===== config.mk =====
export PLATFORM = sky130hd
export DESIGN_NAME = fetch_sequencer_flat
export DESIGN_NICKNAME = d
export VERILOG_FILES = /design/src/rtl/fetch_sequencer_if.sv /design/src/rtl/fetch_sequencer.sv /design/src/flat_wrapper.sv
export SDC_FILE = /design/constraint.sdc
export NUM_CORES = 1
export LEC_CHECK = 0
export CAP_MARGIN = 15
export CORE_MARGIN = 2
export CORE_UTILIZATION = 44
export CTS_CLUSTER_DIAMETER = 80
export CTS_CLUSTER_SIZE = 14
export DETAILED_ROUTE_END_ITERATION = 6
export PLACE_DENSITY = 0.8
export SLEW_MARGIN = 20
export SYNTH_ARGS = -nofsm -noshare
export SYNTH_HDL_FRONTEND = slang
export SYNTH_SLANG_ARGS = --single-unit
export TNS_END_PERCENT = 30

===== constraint.sdc =====
create_clock -name clk -period 2.15 [get_ports clk]
set_clock_uncertainty 0.1 [all_clocks]
set_input_delay 0.3225 -clock clk [delete_from_list [all_inputs] [get_ports clk]]
set_output_delay 0.3225 -clock clk [all_outputs]
set_load 0.05 [all_outputs]

===== src/rtl/fetch_sequencer_if.sv =====
// Fetch-side bus: instruction memory port, redirect request and decode handshake.
interface fetch_sequencer_if #(
   parameter int unsigned ADDR_WIDTH = 5,
   parameter int unsigned DATA_WIDTH = 32
);

   logic [ADDR_WIDTH-1:0] instruction_address;
   logic [DATA_WIDTH-1:0] instruction;
   logic                  redirect_valid;
   logic [ADDR_WIDTH-1:0] redirect_pc;
   logic [DATA_WIDTH-1:0] out_instruction;
   logic [ADDR_WIDTH-1:0] out_pc;
   logic                  out_valid;
   logic                  out_ready;

   // Sequencer side
   modport master (
      output instruction_address,
      input  instruction,
      input  redirect_valid,
      input  redirect_pc,
      output out_instruction,
      output out_pc,
      output out_valid,
      input  out_ready
   );

   // Memory / execute / decode side
   modport slave (
      input  instruction_address,
      output instruction,
      output redirect_valid,
      output redirect_pc,
      input  out_instruction,
      input  out_pc,
      input  out_valid,
      output out_ready
   );

endinterface


===== src/rtl/fetch_sequencer.sv =====
// Program-counter controller: walks instruction memory, issues words to decode
// over valid/ready, and handles stall, redirect, start and halt.
module fetch_sequencer #(
   parameter int unsigned           ADDR_WIDTH = 5,
   parameter int unsigned           DATA_WIDTH = 32,
   parameter int unsigned           RESET_PC   = 0,
   parameter logic [DATA_WIDTH-1:0] HALT_WORD  = DATA_WIDTH'(32'hFFFF_FFFF),
   parameter int unsigned           CNT_WIDTH  = 16
) (
   input  logic                 clk,
   input  logic                 reset,
   input  logic                 start,
   fetch_sequencer_if.master    bus,
   output logic                 halted,
   output logic [CNT_WIDTH-1:0] issue_count
);

   typedef enum logic [1:0] {
      ST_IDLE  = 2'd0,
      ST_FETCH = 2'd1,
      ST_HALT  = 2'd2
   } state_t;

   state_t                state;
   logic [ADDR_WIDTH-1:0] pc;
   logic                  transfer;

   // Memory address is the PC register itself, so it is stable during stalls.
   assign bus.instruction_address = pc;

   // Decode sampled the word this cycle; counted even if a redirect flushes it.
   assign transfer = bus.out_valid && bus.out_ready;

   // PC, state, output word and issue counter.
   always_ff @(posedge clk) begin
      if (reset) begin
         state               <= ST_IDLE;
         pc                  <= ADDR_WIDTH'(RESET_PC);
         bus.out_valid       <= 1'b0;
         bus.out_instruction <= '0;
         bus.out_pc          <= '0;
         halted              <= 1'b0;
         issue_count         <= '0;
      end else begin
         if (transfer && (issue_count != {CNT_WIDTH{1'b1}})) begin
            issue_count <= issue_count + CNT_WIDTH'(1);
         end

         case (state)
            ST_IDLE: begin
               if (start) begin
                  state <= ST_FETCH;
               end
            end

            ST_FETCH: begin
               if (bus.redirect_valid) begin
                  pc            <= bus.redirect_pc;
                  bus.out_valid <= 1'b0;
               end else if (!bus.out_valid || bus.out_ready) begin
                  if (bus.instruction == HALT_WORD) begin
                     // PC stays on the halt word; it is never issued.
                     state         <= ST_HALT;
                     halted        <= 1'b1;
                     bus.out_valid <= 1'b0;
                  end else begin
                     bus.out_instruction <= bus.instruction;
                     bus.out_pc          <= pc;
                     bus.out_valid       <= 1'b1;
                     pc                  <= pc + ADDR_WIDTH'(1);
                  end
               end
            end

            ST_HALT: begin
               if (start) begin
                  pc     <= ADDR_WIDTH'(RESET_PC);
                  state  <= ST_FETCH;
                  halted <= 1'b0;
               end
            end

            default: begin
               state         <= ST_IDLE;
               halted        <= 1'b0;
               bus.out_valid <= 1'b0;
            end
         endcase
      end
   end

endmodule


===== src/flat_wrapper.sv =====
// flat-port wrapper written by rule: the top's interface ports become plain ports
module fetch_sequencer_flat 
#(
   parameter int unsigned           ADDR_WIDTH = 5,
   parameter int unsigned           DATA_WIDTH = 32,
   parameter int unsigned           RESET_PC   = 0,
   parameter logic [DATA_WIDTH-1:0] HALT_WORD  = DATA_WIDTH'(32'hFFFF_FFFF),
   parameter int unsigned           CNT_WIDTH  = 16
)
  (clk, reset, start, halted, issue_count, bus_instruction_address, bus_instruction, bus_redirect_valid, bus_redirect_pc, bus_out_instruction, bus_out_pc, bus_out_valid, bus_out_ready);
  fetch_sequencer_if #(.ADDR_WIDTH(ADDR_WIDTH), .DATA_WIDTH(DATA_WIDTH)) bus_i ();
  input  logic clk;
  input  logic reset;
  input  logic start;
  output logic halted;
  output logic [CNT_WIDTH-1:0] issue_count;
  output wire logic [$bits(bus_i.instruction_address)-1:0] bus_instruction_address;
  input wire logic [$bits(bus_i.instruction)-1:0] bus_instruction;
  input wire logic [$bits(bus_i.redirect_valid)-1:0] bus_redirect_valid;
  input wire logic [$bits(bus_i.redirect_pc)-1:0] bus_redirect_pc;
  output wire logic [$bits(bus_i.out_instruction)-1:0] bus_out_instruction;
  output wire logic [$bits(bus_i.out_pc)-1:0] bus_out_pc;
  output wire logic [$bits(bus_i.out_valid)-1:0] bus_out_valid;
  input wire logic [$bits(bus_i.out_ready)-1:0] bus_out_ready;
  assign bus_instruction_address = bus_i.instruction_address;
  assign bus_i.instruction = bus_instruction;
  assign bus_i.redirect_valid = bus_redirect_valid;
  assign bus_i.redirect_pc = bus_redirect_pc;
  assign bus_out_instruction = bus_i.out_instruction;
  assign bus_out_pc = bus_i.out_pc;
  assign bus_out_valid = bus_i.out_valid;
  assign bus_i.out_ready = bus_out_ready;
  fetch_sequencer #(.ADDR_WIDTH(ADDR_WIDTH), .DATA_WIDTH(DATA_WIDTH), .RESET_PC(RESET_PC), .HALT_WORD(HALT_WORD), .CNT_WIDTH(CNT_WIDTH)) u_core (.clk(clk), .reset(reset), .start(start), .bus(bus_i), .halted(halted), .issue_count(issue_count));
endmodule

Word-level counts from Yosys, hierarchy flattened
Index checks and enable logic that the tools add are counted.
- mux-type cells: 19
- bitwise gates (word level): 4
- reduce and logical (&&, ||, !) cells: 12
- $add $sub $neg: 2
- eq/ne operators: 11
- operator list (kind ; number):
    $eq A32 B32 Y1 const B ; 1
    $mux W5 ; 4
    $add A16 B1 Y16 const B ; 1
    $ne A16 B16 Y1 const B ; 1
    $reduce_and A4 Y1 ; 3
    $pmux W5 S2 ; 1
    $mux W2 ; 4
    $mux W1 ; 7
    $ne A2 B1 Y1 const B ; 3
    $add A5 B1 Y5 const B ; 1
    $reduce_and A5 Y1 ; 1
    $ne A2 B2 Y1 const B ; 2
    $not A1 Y1 ; 4
    $pmux W2 S2 ; 1
    $ne A3 B2 Y1 const B ; 1
    $ne A3 B3 Y1 const B ; 1
    $pmux W1 S3 ; 1
    $eq A2 B1 Y1 const B ; 1
    $eq A2 B2 Y1 const B ; 1
    $logic_and A1 B1 Y1 ; 2
    $logic_not A2 Y1 ; 1
    $pmux W1 S2 ; 1
    $reduce_and A2 Y1 ; 1
    $reduce_bool A2 Y1 ; 1
    3 further kinds ; 3
- output and inout port bits: 60
- bits in registers: 62
- word-level logic and storage cells: 55

Depth between registers and ports, before layout
- word-level depth: 5
- mapped depth: 7

Worst setup path after synthesis
Ideal clock, no wire load.
- path kind: flip-flop to flip-flop
- from: register u_core.issue_count[0]
- to: register u_core.issue_count[1]
- path buffers: 0
- setup time: 128 ps
- clock period less this slack: 1944 ps
- stages on the path, launching flop included: 7
- arrival time: 1716 ps
- setup slack: 206 ps
- cells stage by stage: dfxtp_1 ha_1 and4_1 nand4_1 nand3_1 mux2i_1 nor2_1
- word-level cells in the longest chain between the ends: 2
- elaborated cells on any way between the ends: 3
- those cells by class: add/sub (1); eq/ne (1); reduce/logical (1)
- RTL lines (element ; RTL line ; RTL):
    start, declared ; fetch_sequencer.sv:15 ; output logic [CNT_WIDTH-1:0] issue_count
    start signal, assigned ; fetch_sequencer.sv:46 ; issue_count <= issue_count + CNT_WIDTH'(1);
    branches (longest 2 deep; another with $add A16 B1 Y16) ; -- ;
Several ways; the timed one is not identified.
A chain may end at the register's enable or synchronous reset.

Worst setup path after layout
- from: register u_core.bus.out_valid
- to: output bus_out_valid
- RTL lines (element ; RTL line ; RTL):
    start, declared ; fetch_sequencer_if.sv:24 ; output out_valid,
    start signal, assigned ; fetch_sequencer.sv:39 ; bus.out_valid <= 1'b0;
    start signal, assigned ; fetch_sequencer.sv:59 ; bus.out_valid <= 1'b0;
    start signal, assigned ; fetch_sequencer.sv:65 ; bus.out_valid <= 1'b0;
    end, declared ; flat_wrapper.sv:23 ; output wire logic [$bits(bus_i.out_valid)-1:0] bus_out_valid;
No word-level cell between the ends.

==> results.sh <==
export IMPL_outcome="finished, final reports clean"
export IMPL_post_route_min_period_ns=2.08
export IMPL_clk_pin_slew_worst_paths_ns=0.08
export IMPL_grt_pass1_vias=2279
export IMPL_initial_utilization=0.454
export IMPL_syn_nets=325
export IMPL_vias=2399
export IMPL_synth_main_ff_cell="dfxtp_1"
export IMPL_synth_warnings=0
export IMPL_hold_slack_ns=0.265
export IMPL_slowest_delay_ns=0.86
export IMPL_core_area_um2=5890
export IMPL_netlist_area_um2=2670
export IMPL_grt_first_pass_wirelength_um=10400
export IMPL_die_h_um=81.9
export IMPL_cts_resized=0
export IMPL_setup_viol=0
export IMPL_synth_enable_flop_cells=0
export IMPL_layout_drive_gt1_share=0.0955
export IMPL_post_drt_wl_per_cell_um=13.7
export IMPL_cts_buffer_depth=2
export IMPL_numPortBuffers=101
export IMPL_cts_sinks=62
export IMPL_grt_max_degree=28
export IMPL_path_cells="clkdlybuf4s50_1"
export IMPL_area_growth_synth_to_final_pct=49.6
export IMPL_cts_buffers=9
export IMPL_hold_path_class="in2reg"
export IMPL_h_tree_depth=3
export IMPL_syn_inst=281
export IMPL_antenna_cells=0
export IMPL_leakage_nw=1.44
export IMPL_worstSetupEndpointType="output pin"
export IMPL_crit_slowest_cell="clkdlybuf4s50_1"
export IMPL_drv_cap=0
export IMPL_place_hpwl_um=4820
export IMPL_reg2reg_setup_slack_ns=0.38
export IMPL_finalCritPeriodShare=0.966
export IMPL_drt_iter0_markers=114
export IMPL_finalHoldViolations=0
export IMPL_ant_nets=0
export IMPL_maxSlewViolCount=0
export IMPL_required_ns=1.73
export IMPL_slew_headroom=0.640
export IMPL_std_cell_rows=28
export IMPL_critPathKind="reg2out"
export IMPL_cts_hold_buf=0
export IMPL_clock_latency_ns=0.33
export IMPL_finalWirelength_um=6460
export IMPL_cp_data_arrival_time_ns=1.65
export IMPL_fmax_ghz=0.482
export IMPL_synth_cell_types=34
export IMPL_synth_area_per_cell_um2=9.51
export IMPL_path_max_fanout=7
export IMPL_drcViolationCount=0
export IMPL_postLayoutCellArea_um2=4000
export IMPL_dieArea_um2=6710
export IMPL_yosysSeqAreaShare=0.464
export IMPL_nets=437
export IMPL_overflow=0
export IMPL_die_w_um=81.9
export IMPL_antenna_found_initial=0
export IMPL_synth_seq_cells=62
export IMPL_p_per_area_nw_per_um2=637
export IMPL_rsz0062_at_grt="no"
export IMPL_drt_pass1_iter_count=4
export IMPL_grt_usage=0.202
export IMPL_async_flop_share=0
export IMPL_ir_worst_vdd_mv=0.400
export IMPL_clockRootBuffer="clkbuf_8"
export IMPL_critPathBufInv=1
export IMPL_cts_setup_buffers=0
export IMPL_io_pins=102
export IMPL_via_per_inst=5.07
export IMPL_worst_pin_slew_ns=0.539
export IMPL_cts_tree="yes"
export IMPL_cp_start_kind="register"
export IMPL_dpl_instance_area_um2=3820
export IMPL_place_gp_congestion=0.824
export IMPL_path_delay_family="buffers and inverters"
-- layout by cell type, fill, tap and decap left out, types with 2 or more instances in the layout --
cell,instances
nand2b_1,6
nor2_1,57
xnor2_1,6
nand4_1,17
and4_1,4
xor2_1,11
nor3_1,3
clkinvlp_4,3
a21oi_1,2
o21ai_0,9
inv_1,4
and3_1,5
clkbuf_8,9
buf_4,10
nand2_1,11
nor4_2,2
dfxtp_1,62
clkinv_2,2
buf_12,2
mux2i_1,41
ha_1,2
clkdlybuf4s50_1,100
nand3_1,11
-- path summary, 6_finish.rpt --
path                                             from  cells past startpoint                             end
worst max-delay path             u_core.bus.out_valid                      1                   bus_out_valid
worst min-delay path                            reset                      2  u_core.bus.out_instruction[26]
worst max register to register  u_core.issue_count[0]                      6           u_core.issue_count[1]
worst min register to register          u_core.halted                      1                   u_core.halted
-- flip-flops by register name, summed over array words and instances (netlist names) --
signal and cells:
u_core.bus.out_valid 1, u_core.issue_count 16, u_core.state 2, u_core.halted 1, u_core.bus.instruction_address 5, u_core.bus.out_instruction 32, u_core.bus.out_pc 5
-- per-layer routing --
metal | global-route usage | up-vias | wire length (um)
met5 | 0 | - | 0
met4 | 0.103 | 0 | 134
met3 | 0.0505 | 13 | 373
met2 | 0.321 | 79 | 3050
met1 | 0.253 | 1096 | 2910
li1 | - | 1211 | -
-- logic make-up (layout without fill, tap and decap cells) --
group / Yosys count / count (layout) / synth area share
AOI/OAI and AO/OA: 18 / 18 / 0.0407
adders and majority gates: 2 / 2 / 0.00936
DFF: 62 / 62 / 0.464
buffers and inverters: 16 / 133 / 0.0337
and+or+nand+nor: 124 / 124 / 0.238
muxes: 42 / 42 / 0.158
xor gates and xnor gates: 17 / 17 / 0.0557
-- where the power goes --
group | leakage, nW | internal [W] | switching (W)
Sequential | 0.503 | 0.00119 | 0.0000301
Clock | 0.0816 | 0.000418 | 0.000466
Combinational | 0.854 | 0.000200 | 0.000247
Total | 1.44 | 0.00180 | 0.000743
-- metrics by stage --
step                total power [W]  instances   util  setup TNS (ns)  setup WS (ns)
detailed placement          0.00169        457  0.650         -0.0184        -0.0103
global route                0.00265        473  0.679               0         0.0338
CTS                         0.00257        473  0.679               0         0.0618
floorplan                   0.00150        281      -               0          0.206
global placement            0.00168        457  0.650        -0.00432       -0.00279
finish                      0.00255        473  0.679               0         0.0736
-- layout make-up --
type / count / area (um^2)
Clock buffer: 9 / 124
Clock inverter: 7 / 50.0
Fill cell: 481 / 1890
Inverter: 4 / 15.0
Multi-Input combinational cell: 203 / 1350
Sequential cell: 62 / 1240
Tap cell: 75 / 93.8
Timing Repair Buffer: 113 / 1120
-- Yosys cell counts, types with 2 or more instances --
library cell	n	area [um^2]
a21oi_1	3	15.0
and3_1	5	31.3
and4_1	4	35.0
buf_6	4	45.0
clkbuf_1	8	30.0
dfxtp_1	62	1240
ha_1	2	25.0
inv_1	4	15.0
mux2i_1	41	410
nand2_1	11	41.3
nand2b_1	6	37.5
nand3_1	11	55.1
nand4_1	17	106
nor2_1	57	214
nor3_1	3	15.0
nor4_2	2	25.0
o21ai_0	9	45.0
xnor2_1	6	52.6
xor2_1	11	96.3
(Power assumes the default switching activity.)
